--- src/rtl/xoodyak_op_sequencer_if.sv ---
// Handshake and core-control bundle between the AEAD op sequencer and its environment.
// master = sequencer side, slave = environment side (request source, block source/sink, core).
// All block and tag buses are carried flat; CW sizes the per-request block counters.
interface xoodyak_op_sequencer_if #(
   parameter int CW = 6
);
   logic          req_valid;
   logic          req_ready;
   logic          req_decrypt;
   logic [CW-1:0] req_ad_blks;
   logic [CW-1:0] req_msg_blks;
   logic [127:0]  req_tag;

   logic          blk_valid;
   logic [191:0]  blk_data;
   logic          blk_ready;

   logic          out_valid;
   logic [191:0]  out_data;
   logic          out_ready;

   logic [3:0]    core_opmode;
   logic          core_start;
   logic [191:0]  core_textin;
   logic [191:0]  core_textout;
   logic          core_finished;

   logic          tag_valid;
   logic [127:0]  tag_out;
   logic          auth_ok;
   logic          err_timeout;

   modport master (
      input  req_valid, req_decrypt, req_ad_blks, req_msg_blks, req_tag,
      input  blk_valid, blk_data, out_ready, core_textout, core_finished,
      output req_ready, blk_ready, out_valid, out_data,
      output core_opmode, core_start, core_textin,
      output tag_valid, tag_out, auth_ok, err_timeout
   );

   modport slave (
      output req_valid, req_decrypt, req_ad_blks, req_msg_blks, req_tag,
      output blk_valid, blk_data, out_ready, core_textout, core_finished,
      input  req_ready, blk_ready, out_valid, out_data,
      input  core_opmode, core_start, core_textin,
      input  tag_valid, tag_out, auth_ok, err_timeout
   );
endinterface

--- src/rtl/xoodyak_op_sequencer.sv ---
// Walks the Xoodyak core through init/nonce/AD/crypt/squeeze for one AEAD request and checks the tag.
// Latency: accept->first start 1 cycle; finish->next start 1 cycle; block accept->crypt start 1 cycle.
// Backpressure: one result block outstanding; next block is fetched only after out_ready takes the last one.
module xoodyak_op_sequencer #(
   parameter int CW  = 6,
   parameter int TMO = 255
) (
   input logic                    eph1,
   input logic                    reset,
   xoodyak_op_sequencer_if.master bus
);

   localparam int TW = $clog2(TMO + 1);

   localparam logic [2:0] OP_INIT  = 3'd1;
   localparam logic [2:0] OP_NONCE = 3'd2;
   localparam logic [2:0] OP_ASSOC = 3'd3;
   localparam logic [2:0] OP_ENC   = 3'd4;
   localparam logic [2:0] OP_DEC   = 3'd5;
   localparam logic [2:0] OP_SQZ   = 3'd6;

   typedef enum logic [2:0] {
      S_IDLE,
      S_ISSUE,
      S_WAIT,
      S_FETCH,
      S_DRAIN,
      S_TAG
   } state_t;

   state_t          state_q;

   // latched request
   logic            dec_q;
   logic [CW-1:0]   ad_blks_q;
   logic [CW-1:0]   msg_blks_q;
   logic [127:0]    req_tag_q;

   // progress counters
   logic [CW-1:0]   ad_cnt_q;
   logic [CW-1:0]   msg_cnt_q;
   logic [TW-1:0]   tmo_cnt_q;
   logic [CW:0]     ad_cnt_d;
   logic [CW:0]     msg_cnt_d;
   logic [TW-1:0]   tmo_cnt_d;

   // registered outputs; core_opmode_q[2:0] doubles as the current phase
   logic            req_ready_q;
   logic            blk_ready_q;
   logic            out_valid_q;
   logic [191:0]    out_data_q;
   logic [3:0]      core_opmode_q;
   logic            core_start_q;
   logic [191:0]    core_textin_q;
   logic            tag_valid_q;
   logic [127:0]    tag_out_q;
   logic            auth_ok_q;
   logic            err_timeout_q;

   // Incremented counters, one bit wider for block counts so the limit compare never wraps.
   always_comb begin
      ad_cnt_d  = {1'b0, ad_cnt_q} + 1'b1;
      msg_cnt_d = {1'b0, msg_cnt_q} + 1'b1;
      tmo_cnt_d = tmo_cnt_q + 1'b1;
   end

   // Phase sequencer: state, counters and every output register.
   always_ff @(posedge eph1 or posedge reset) begin
      if (reset) begin
         state_q       <= S_IDLE;
         dec_q         <= 1'b0;
         ad_blks_q     <= '0;
         msg_blks_q    <= '0;
         req_tag_q     <= '0;
         ad_cnt_q      <= '0;
         msg_cnt_q     <= '0;
         tmo_cnt_q     <= '0;
         req_ready_q   <= 1'b0;
         blk_ready_q   <= 1'b0;
         out_valid_q   <= 1'b0;
         out_data_q    <= '0;
         core_opmode_q <= '0;
         core_start_q  <= 1'b0;
         core_textin_q <= '0;
         tag_valid_q   <= 1'b0;
         tag_out_q     <= '0;
         auth_ok_q     <= 1'b0;
         err_timeout_q <= 1'b0;
      end else begin
         core_start_q <= 1'b0;
         tag_valid_q  <= 1'b0;
         auth_ok_q    <= 1'b0;
         case (state_q)
            S_IDLE: begin
               core_opmode_q <= '0;
               req_ready_q   <= 1'b1;
               if (bus.req_valid && req_ready_q) begin
                  req_ready_q   <= 1'b0;
                  dec_q         <= bus.req_decrypt;
                  ad_blks_q     <= bus.req_ad_blks;
                  msg_blks_q    <= bus.req_msg_blks;
                  req_tag_q     <= bus.req_tag;
                  ad_cnt_q      <= '0;
                  msg_cnt_q     <= '0;
                  err_timeout_q <= 1'b0;
                  core_opmode_q <= {1'b0, OP_INIT};
                  core_start_q  <= 1'b1;
                  state_q       <= S_ISSUE;
               end
            end

            S_ISSUE: begin
               tmo_cnt_q <= '0;
               state_q   <= S_WAIT;
            end

            S_WAIT: begin
               if (bus.core_finished) begin
                  case (core_opmode_q[2:0])
                     OP_INIT: begin
                        core_opmode_q <= {1'b0, OP_NONCE};
                        core_start_q  <= 1'b1;
                        state_q       <= S_ISSUE;
                     end
                     OP_NONCE, OP_ASSOC: begin
                        // ad_cnt_d only meaningful after an ASSOC phase; NONCE starts the AD walk
                        if (core_opmode_q[2:0] == OP_ASSOC)
                           ad_cnt_q <= ad_cnt_d[CW-1:0];
                        if ((core_opmode_q[2:0] == OP_NONCE && ad_blks_q != '0) ||
                            (core_opmode_q[2:0] == OP_ASSOC && ad_cnt_d < {1'b0, ad_blks_q})) begin
                           core_opmode_q <= {(core_opmode_q[2:0] == OP_ASSOC), OP_ASSOC};
                           core_start_q  <= 1'b1;
                           state_q       <= S_ISSUE;
                        end else if (msg_blks_q != '0) begin
                           blk_ready_q <= 1'b1;
                           state_q     <= S_FETCH;
                        end else begin
                           core_opmode_q <= {1'b0, OP_SQZ};
                           core_start_q  <= 1'b1;
                           state_q       <= S_ISSUE;
                        end
                     end
                     OP_ENC, OP_DEC: begin
                        out_data_q  <= bus.core_textout;
                        out_valid_q <= 1'b1;
                        state_q     <= S_DRAIN;
                     end
                     OP_SQZ: begin
                        tag_out_q   <= bus.core_textout[127:0];
                        tag_valid_q <= 1'b1;
                        auth_ok_q   <= dec_q && (bus.core_textout[127:0] == req_tag_q);
                        state_q     <= S_TAG;
                     end
                     default: begin
                        core_opmode_q <= '0;
                        req_ready_q   <= 1'b1;
                        state_q       <= S_IDLE;
                     end
                  endcase
               end else if (tmo_cnt_q == TW'(TMO - 1)) begin
                  err_timeout_q <= 1'b1;
                  out_valid_q   <= 1'b0;
                  blk_ready_q   <= 1'b0;
                  core_opmode_q <= '0;
                  req_ready_q   <= 1'b1;
                  state_q       <= S_IDLE;
               end else begin
                  tmo_cnt_q <= tmo_cnt_d;
               end
            end

            S_FETCH: begin
               if (bus.blk_valid) begin
                  core_textin_q <= bus.blk_data;
                  blk_ready_q   <= 1'b0;
                  core_opmode_q <= {(msg_cnt_q != '0), (dec_q ? OP_DEC : OP_ENC)};
                  core_start_q  <= 1'b1;
                  state_q       <= S_ISSUE;
               end
            end

            S_DRAIN: begin
               if (bus.out_ready) begin
                  out_valid_q <= 1'b0;
                  msg_cnt_q   <= msg_cnt_d[CW-1:0];
                  if (msg_cnt_d < {1'b0, msg_blks_q}) begin
                     blk_ready_q <= 1'b1;
                     state_q     <= S_FETCH;
                  end else begin
                     core_opmode_q <= {1'b0, OP_SQZ};
                     core_start_q  <= 1'b1;
                     state_q       <= S_ISSUE;
                  end
               end
            end

            S_TAG: begin
               core_opmode_q <= '0;
               req_ready_q   <= 1'b1;
               state_q       <= S_IDLE;
            end

            default: begin
               core_opmode_q <= '0;
               state_q       <= S_IDLE;
            end
         endcase
      end
   end

   assign bus.req_ready   = req_ready_q;
   assign bus.blk_ready   = blk_ready_q;
   assign bus.out_valid   = out_valid_q;
   assign bus.out_data    = out_data_q;
   assign bus.core_opmode = core_opmode_q;
   assign bus.core_start  = core_start_q;
   assign bus.core_textin = core_textin_q;
   assign bus.tag_valid   = tag_valid_q;
   assign bus.tag_out     = tag_out_q;
   assign bus.auth_ok     = auth_ok_q;
   assign bus.err_timeout = err_timeout_q;

endmodule

--- src/flat_wrapper.sv ---
// flat-port wrapper written by rule: the top's interface ports become plain ports
module xoodyak_op_sequencer_flat 
#(
   parameter int CW  = 6,
   parameter int TMO = 255
)
  (eph1, reset, bus_req_valid, bus_req_decrypt, bus_req_ad_blks, bus_req_msg_blks, bus_req_tag, bus_blk_valid, bus_blk_data, bus_out_ready, bus_core_textout, bus_core_finished, bus_req_ready, bus_blk_ready, bus_out_valid, bus_out_data, bus_core_opmode, bus_core_start, bus_core_textin, bus_tag_valid, bus_tag_out, bus_auth_ok, bus_err_timeout);
  xoodyak_op_sequencer_if #(.CW(CW)) bus_i ();
  input logic eph1;
  input logic reset;
  input wire logic [$bits(bus_i.req_valid)-1:0] bus_req_valid;
  input wire logic [$bits(bus_i.req_decrypt)-1:0] bus_req_decrypt;
  input wire logic [$bits(bus_i.req_ad_blks)-1:0] bus_req_ad_blks;
  input wire logic [$bits(bus_i.req_msg_blks)-1:0] bus_req_msg_blks;
  input wire logic [$bits(bus_i.req_tag)-1:0] bus_req_tag;
  input wire logic [$bits(bus_i.blk_valid)-1:0] bus_blk_valid;
  input wire logic [$bits(bus_i.blk_data)-1:0] bus_blk_data;
  input wire logic [$bits(bus_i.out_ready)-1:0] bus_out_ready;
  input wire logic [$bits(bus_i.core_textout)-1:0] bus_core_textout;
  input wire logic [$bits(bus_i.core_finished)-1:0] bus_core_finished;
  output wire logic [$bits(bus_i.req_ready)-1:0] bus_req_ready;
  output wire logic [$bits(bus_i.blk_ready)-1:0] bus_blk_ready;
  output wire logic [$bits(bus_i.out_valid)-1:0] bus_out_valid;
  output wire logic [$bits(bus_i.out_data)-1:0] bus_out_data;
  output wire logic [$bits(bus_i.core_opmode)-1:0] bus_core_opmode;
  output wire logic [$bits(bus_i.core_start)-1:0] bus_core_start;
  output wire logic [$bits(bus_i.core_textin)-1:0] bus_core_textin;
  output wire logic [$bits(bus_i.tag_valid)-1:0] bus_tag_valid;
  output wire logic [$bits(bus_i.tag_out)-1:0] bus_tag_out;
  output wire logic [$bits(bus_i.auth_ok)-1:0] bus_auth_ok;
  output wire logic [$bits(bus_i.err_timeout)-1:0] bus_err_timeout;
  assign bus_i.req_valid = bus_req_valid;
  assign bus_i.req_decrypt = bus_req_decrypt;
  assign bus_i.req_ad_blks = bus_req_ad_blks;
  assign bus_i.req_msg_blks = bus_req_msg_blks;
  assign bus_i.req_tag = bus_req_tag;
  assign bus_i.blk_valid = bus_blk_valid;
  assign bus_i.blk_data = bus_blk_data;
  assign bus_i.out_ready = bus_out_ready;
  assign bus_i.core_textout = bus_core_textout;
  assign bus_i.core_finished = bus_core_finished;
  assign bus_req_ready = bus_i.req_ready;
  assign bus_blk_ready = bus_i.blk_ready;
  assign bus_out_valid = bus_i.out_valid;
  assign bus_out_data = bus_i.out_data;
  assign bus_core_opmode = bus_i.core_opmode;
  assign bus_core_start = bus_i.core_start;
  assign bus_core_textin = bus_i.core_textin;
  assign bus_tag_valid = bus_i.tag_valid;
  assign bus_tag_out = bus_i.tag_out;
  assign bus_auth_ok = bus_i.auth_ok;
  assign bus_err_timeout = bus_i.err_timeout;
  xoodyak_op_sequencer #(.CW(CW), .TMO(TMO)) u_core (.eph1(eph1), .reset(reset), .bus(bus_i));
endmodule
--- config.mk ---
export PLATFORM = sky130hd
export DESIGN_NAME = xoodyak_op_sequencer_flat
export DESIGN_NICKNAME = d
export VERILOG_FILES = /design/src/rtl/xoodyak_op_sequencer_if.sv /design/src/rtl/xoodyak_op_sequencer.sv /design/src/flat_wrapper.sv
export SDC_FILE = /design/constraint.sdc
export NUM_CORES = 1
export LEC_CHECK = 0
export CAP_MARGIN = 20
export CORE_AREA = 8 8 409 411
export DETAILED_ROUTE_END_ITERATION = 12
export DIE_AREA = 0 0 417 419
export SETUP_SLACK_MARGIN = 0.02
export SLEW_MARGIN = 20
export SYNTH_ARGS = -nofsm -noshare
export SYNTH_HDL_FRONTEND = slang
export SYNTH_SLANG_ARGS = --single-unit
--- constraint.sdc ---
create_clock -name eph1 -period 35.2 [get_ports eph1]
set_clock_uncertainty 0.15 [all_clocks]
set_input_delay 7.04 -clock eph1 [delete_from_list [all_inputs] [get_ports eph1]]
set_output_delay 7.04 -clock eph1 [all_outputs]
set_load 0.01 [all_outputs]
==> results of run 1 <==
[sequential cells by signal (all words and copies together), names as in the netlist, 3 cells and up]
signal and flops:
u_core.ad_blks_q 6, u_core.msg_blks_q 6, u_core.ad_cnt_q 6, u_core.msg_cnt_q 6
u_core.bus.out_data 192, u_core.state_q 3, u_core.tmo_cnt_q 8, u_core.req_tag_q 128
u_core.bus.core_opmode 4, u_core.bus.tag_out 128, u_core.bus.core_textin 192
[worst max-delay path by stage]
stage                     cells after the start  slack, ps                   endpoint   from
after floorplan                               1       8750        u_core.ad_blks_q[0]  reset
after global placement                        6      23470      u_core.req_tag_q[106]  reset
after detailed placement                      6      23430      u_core.req_tag_q[116]  reset
after CTS                                     6      24180    u_core.bus.tag_out[118]  reset
after global routing                          6      24110   u_core.bus.out_data[108]  reset
final                                         6      24660  u_core.bus.core_opmode[1]  reset
[through the flow]
| step | total power, W | util | cells | hold slack [ps] |
|---|---|---|---|---|
| 6_report | 0.00349 | 0.272 | 5807 | 323 |
| 5_1_grt | 0.00369 | 0.272 | 5800 | 345 |
| 4_1_cts | 0.00355 | 0.271 | 5785 | 326 |
| 3_5_place_dp | 0.00264 | 0.254 | 5642 | 311 |
| 3_3_place_gp | 0.00262 | 0.254 | 5642 | 309 |
| 2_1_floorplan | 0.00181 | - | 2503 | 311 |
[metal layers]
layer  routed length, um  share of wire
met1               55000           0.40
met2               68700           0.50
met3               11300          0.081
met4                3420          0.025
met5                  28        0.00020
[power by group through the flow]
| stage | sequential (W) | clock, W | combinational [W] |
|---|---|---|---|
| floorplan | 0.00138 | 0 | 0.000430 |
| global placement | 0.00131 | 0 | 0.00131 |
| detailed placement | 0.00132 | 0 | 0.00132 |
| CTS | 0.00131 | 0.000909 | 0.00133 |
| global route | 0.00135 | 0.000938 | 0.00140 |
| finish | 0.00131 | 0.000880 | 0.00130 |
[placed cells by master (no fill, tap or decap), types with 3 or more instances in the layout]
cell type        count
a21oi_1             10
a221oi_1            15
a22o_1               6
a22oi_1              4
a31oi_1              3
and3_1               4
buf_4               28
bufinv_16            6
clkbuf_1            17
clkbuf_16           80
clkbuf_8            19
clkdlybuf4s50_1   1053
clkinv_16            3
clkinv_2             9
dfrtp_1            687
diode_2             22
ha_1                15
inv_1               71
inv_16               3
mux2_2             224
mux2_4              83
nand2_1            906
nand3_1             23
nand4_1             14
nor2_1              17
nor3_1               8
nor4_1              21
o211ai_1             3
o21ai_0            108
o22ai_1             18
o2bb2ai_1           10
or3_1                5
xnor2_1             34
xor2_1              59
[worst reg2reg max path, delay by kind of cell, from the launching register on]
kind / cells / cell delay, ps
buffers and inverters: 4 / 2460
and+or+nand+nor: 3 / 570
DFF: 1 / 590
muxes: 1 / 470
[kinds of logic (layout without fill, tap and decap cells)]
kind of cell	count (synthesis)	after routing	share of synthesized area
AOI/OAI and AO/OA	191	191	0.0418
xor gates and xnor gates	93	93	0.0291
adders and majority gates	15	15	0.00670
buffers and inverters	191	1298	0.0296
DFF	687	687	0.614
muxes	309	309	0.135
other	0	22	0
and+or+nand+nor	1017	1017	0.144
[layout make-up]
class	count	area, sq um
fill	16921	117000
clock buffer	116	2330
multi-input combinational	1625	10000
tap	2175	2720
sequential	687	17200
timing repair buffer	1083	10800
antenna	22	55.1
clock inverter	27	433
inverter	72	278
==> metrics.csv, run 1 <==
stage;metric;value;unit
logic_synthesis;syn avg cell area;11.2;sq um
cts;clock transition at the registers of the reported paths;60;ps
sta;RSZ-0062 raised after global routing;no;
route;DRT Wirelength;138;mm
worst_setup_path;worst-path maximum fanout;113;
placement;I/O Buffers;1053;
global_routing;met1 usage;0.183;
worst_setup_path;worst r2r src;u_core.state_q[2];
logic_synthesis;sequential fraction of the synthesis area;0.614;
route;Avg WL per Cell;23.8;um
power_and_ir_drop;switching pwr;0.00121;W
sta;fin crit period;10540;ps
global_routing;pin count of the biggest net entering global routing;114;
floorplanning;Starting Density;0.174;
power_and_ir_drop;Clock Power Share;0.252;
finish;Syn-to-layout area delta;56.5;%
global_routing;initial antenna violation count;34;
route;Vias/cell;3.96;
logic_synthesis;Top FF cell, synth;dfrtp_1;
global_routing;total track usage;0.150;
worst_setup_path;Slowest cell on crit path;buf_4;
power_and_ir_drop;sequential power share;0.376;
logic_synthesis;Cells after Synth;2503;
worst_setup_path;worst reg2reg path depth;8;
power_and_ir_drop;pwr/cell area;79.7;nW/um^2
logic_synthesis;Syn Nets;3049;
logic_synthesis;Synth area leaders;dfrtp_1 (61%), nand2_1 (12%), mux2_2 (9.0%);
worst_setup_path;buffer and inverter count on the worst path;6;
logic_synthesis;#FFs+latches synth;687;
power_and_ir_drop;logic gate share of total power;0.372;
power_and_ir_drop;Leak Pwr;19.8;nW
route;DR vias;23004;
logic_synthesis;Ys Warns;0;
placement;HPWL after DPL;109;mm
placement;Placed Area;41000;sq um
finish;post-route design area;43800;sq um
status;status;completed;
cts;total CTS buffers;80;
run;Max-cap violations;0;
worst_setup_path;most frequent CP cell;buf_4;
worst_setup_path;Worst R2R End;u_core.bus.core_textin[124];
cts;post-CTS resize count;0;
cts;clock latency on the worst-skew pair;650;ps
logic_synthesis;count leader, synth;nand2_1;
floorplanning;Die X;417;um
cts;CTS H-tree depth;3;
hold_path;Hold Crit Depth;2;
cts;setup bufs post-CTS;0;
route;DRT iter0 DRCs;1741;
sta;final hold vios;0;
power_and_ir_drop;Max VDD drop;0.0387;mV
sta;worst slew pin tran;1020;ps
global_routing;GRT Residual Overflow;0;
cts;Clock Tree Buf Depth;3;
power_and_ir_drop;internal power;0.00229;W
power_and_ir_drop;Net Sw Frac;0.345;
floorplanning;Core Rows;148;
finish;layout cells sized above 1;0.132;
sta;Max-slew headroom;0.318;
logic_synthesis;Yosys top cell area share;0.614;
sta;Fin Setup TNS;0;ps
floorplanning;core box area;161000;sq um
cts;clk sink count;687;
placement;Setup WS pre-CTS;23430;ps
hold_path;Hold Crit Start;u_core.bus.out_data[168];
logic_synthesis;synth unique cells;51;
cts;CTS root buf;clkbuf_16;
sta;Final period util;0.299;
floorplanning;chip height;419;um
global_routing;met2 Usage GRT;0.254;
global_routing;GR peak layer;met2;
hold_path;worst min-delay path class;flip-flop to flip-flop;
cts;CTS tree;built;
logic_synthesis;top post-synthesis cells by count;nand2_1 (907), dfrtp_1 (687), mux2_2 (224);
worst_setup_path;Crit Path Class;input pin to asynchronous set/reset pin;
logic_synthesis;Post-synth EDFFs;0;
sta;max-slew violation count;0;
route;DRT Pass-1 Iters;5;
worst_setup_path;Top Family by Delay on Critical Path;buffers and inverters;
route;post-route ant nets;0;
worst_setup_path;CP arrival;11080;ps
worst_setup_path;Setup crit end kind;asynchronous set/reset pin;
logic_synthesis;area leader, netlist;dfrtp_1;
global_routing;met3 Usage GRT;0.0477;
worst_setup_path;Crit path largest cell delay;720;ps
route;DRC Markers;0;
finish;Final #Nets;4095;
logic_synthesis;synthesized cell area;28000;sq um
sta;final worst slack;24660;ps
worst_setup_path;r2r setup slk;30830;ps
sta;fmax;0.0949;GHz
cts;CTS Hold Bufs;0;
worst_setup_path;ordered list of cells on the worst path;clkdlybuf4s50_1 -> inv_8 -> buf_4 -> buf_4 -> buf_4 -> buf_6;
floorplanning;IO Pins;1054;
floorplanning;die area;175000;sq um
sta;# setup viols final;0;
logic_synthesis;asr flop ratio synth;1.00;
hold_path;Hold Path End;u_core.bus.out_data[168];
worst_setup_path;CP Launch Type;input pin;
worst_setup_path;required time of the critical path;35740;ps
placement;gpl congestion;0.924;
global_routing;vias in the first global route;23465;
global_routing;global-route wire length before repair;188;mm
Power figures use the tool's default switching activity.
==> run 2: changes to the inputs <==
--- a/config.mk
+++ b/config.mk
@@ -6,9 +6,9 @@
 export NUM_CORES = 1
 export LEC_CHECK = 0
 export CAP_MARGIN = 20
-export CORE_AREA = 8 8 409 411
+export CORE_AREA = 8 8 410 412
 export DETAILED_ROUTE_END_ITERATION = 12
-export DIE_AREA = 0 0 417 419
+export DIE_AREA = 0 0 418 420
 export SETUP_SLACK_MARGIN = 0.02
 export SLEW_MARGIN = 20
 export SYNTH_ARGS = -nofsm -noshare
==> constraint.sdc (replaced) <==
create_clock -name eph1 -period 9.6 [get_ports eph1]
set_clock_uncertainty 0.15 [all_clocks]
set_input_delay 1.92 -clock eph1 [delete_from_list [all_inputs] [get_ports eph1]]
set_output_delay 1.92 -clock eph1 [all_outputs]
set_load 0.01 [all_outputs]
==> metrics.csv, run 2 (same netlist as run 1, synthesis figures left out) <==
stage;metric;value;unit
status;status;completed;
route;post-route ant nets;0;
global_routing;GRT Residual Overflow;0;
sta;RSZ-0062 raised after global routing;no;
cts;CTS tree;built;
route;DR vias;22901;
route;DRC Markers;0;
route;Avg WL per Cell;24.8;um
worst_setup_path;Crit path largest cell delay;750;ps
worst_setup_path;Slowest cell on crit path;or3_4;
cts;setup bufs post-CTS;0;
finish;layout cells sized above 1;0.129;
route;Vias/cell;3.95;
global_routing;total track usage;0.156;
sta;final worst slack;5200;ps
power_and_ir_drop;Net Sw Frac;0.349;
sta;Max-slew headroom;0.261;
route;DRT iter0 DRCs;1802;
worst_setup_path;Crit Path Class;input pin to flip-flop;
placement;Placed Area;41000;sq um
run;Max-cap violations;0;
global_routing;initial antenna violation count;39;
sta;final hold vios;0;
placement;Setup WS pre-CTS;4530;ps
global_routing;global-route wire length before repair;194;mm
cts;Clock Tree Buf Depth;3;
worst_setup_path;CP Launch Type;input pin;
finish;non-filler cells, final;5800;
cts;total CTS buffers;83;
floorplanning;core box area;162000;sq um
cts;CTS H-tree depth;3;
floorplanning;die area;176000;sq um
power_and_ir_drop;internal power;0.00832;W
cts;clock latency on the worst-skew pair;680;ps
worst_setup_path;CP arrival;4800;ps
power_and_ir_drop;Max VDD drop;0.204;mV
power_and_ir_drop;logic gate share of total power;0.379;
power_and_ir_drop;sequential power share;0.374;
cts;post-CTS resize count;0;
worst_setup_path;required time of the critical path;9990;ps
cts;CTS root buf;clkbuf_16;
worst_setup_path;ordered list of cells on the worst path;clkdlybuf4s50_1 -> and2_2 -> nand2_1 -> or3_4 -> buf_12 -> mux2_4;
power_and_ir_drop;switching pwr;0.00446;W
worst_setup_path;buffer and inverter count on the worst path;2;
sta;# setup viols final;0;
sta;worst slew pin tran;1110;ps
worst_setup_path;worst reg2reg path depth;6;
worst_setup_path;Setup crit end kind;flip-flop;
placement;placed insts;5631;
finish;Syn-to-layout area delta;56.3;%
finish;Final #Nets;4087;
sta;max-slew violation count;0;
worst_setup_path;Top Family by Delay on Critical Path;simple AND/OR/NAND/NOR gates;
sta;fmax;0.227;GHz
global_routing;pin count of the biggest net entering global routing;163;
cts;CTS Hold Bufs;0;
power_and_ir_drop;Clock Power Share;0.247;
floorplanning;Die X;418;um
route;DRT Pass-1 Iters;5;
cts;clk sink count;687;
worst_setup_path;worst-path maximum fanout;119;
power_and_ir_drop;Leak Pwr;19.8;nW
floorplanning;Core Rows;148;
placement;gpl congestion;0.905;
route;DRT Wirelength;144;mm
global_routing;vias in the first global route;23412;
hold_path;Hold Crit Depth;2;
sta;fin crit period;4400;ps
power_and_ir_drop;pwr/cell area;292;nW/um^2
placement;I/O Buffers;1053;
floorplanning;IO Pins;1054;
hold_path;worst min-delay path class;flip-flop to flip-flop;
placement;HPWL after DPL;113;mm
finish;most common cell after layout, fill and taps aside;clkdlybuf4s50_1;
finish;most frequent cells in the layout;clkdlybuf4s50_1 (1053), nand2_1 (906), dfrtp_1 (687), mux2_2 (224), o21ai_0 (108);
finish;post-route design area;43800;sq um
sta;Fin Setup TNS;0;ps
floorplanning;chip height;420;um
cts;clock transition at the registers of the reported paths;60;ps
sta;Final period util;0.459;
worst_setup_path;Crit path depth;6;
floorplanning;Starting Density;0.173;
## run 2: routing by layer
layer	track usage	routed length [um]
met5	0	77
met3	0.0524	12300
met1	0.191	57000
met4	0.0408	3410
met2	0.261	70800
## run 2: path summary, 6_finish.rpt
kind	end	from	slack, ps
max	u_core.bus.tag_out[127]	bus_core_finished	5200
min	u_core.bus.out_data[175]	u_core.bus.out_data[175]	320
max reg2reg	u_core.bus.tag_out[127]	u_core.state_q[2]	5650
min reg2reg	u_core.bus.out_data[175]	u_core.bus.out_data[175]	320
max in group asynchronous	u_core.bus.out_data[127]	reset	5610
min in group asynchronous	u_core.bus.out_data[186]	reset	1470
## run 2: worst reg2reg max path, cell delays in order, from the launching register on
cell,delay (ps)
dfrtp_1,540
nor3b_2,750
and2_2,340
nand2_1,120
or3_4,690
buf_12,390
mux2_4,830
## run 2: power by group through the flow
stage	logic, W	registers (W)	clock network, W
6_report	0.00485	0.00478	0.00315
5_1_grt	0.00524	0.00491	0.00336
4_1_cts	0.00494	0.00477	0.00326
3_5_place_dp	0.00491	0.00480	0
3_3_place_gp	0.00487	0.00476	0
2_1_floorplan	0.00158	0.00505	0
## run 2: layout make-up
cell class              instances  area, sq um
flip-flops and latches        687        17200
well taps                    2175         2720
multi-input cells            1625        10100
inverters                      72          274
fillers                     16989       118000
repair buffers               1072        10800
clock inverters                27          293
clock buffers                 124         2390
diodes                         18         45.0
## run 2: through the flow
| stage | utilization | power, W | hold slack (ps) |
|---|---|---|---|
| after floorplan | - | 0.00663 | 311 |
| after global placement | 0.254 | 0.00963 | 307 |
| after detailed placement | 0.254 | 0.00972 | 311 |
| after CTS | 0.270 | 0.0130 | 325 |
| after global routing | 0.271 | 0.0135 | 342 |
| final | 0.271 | 0.0128 | 321 |
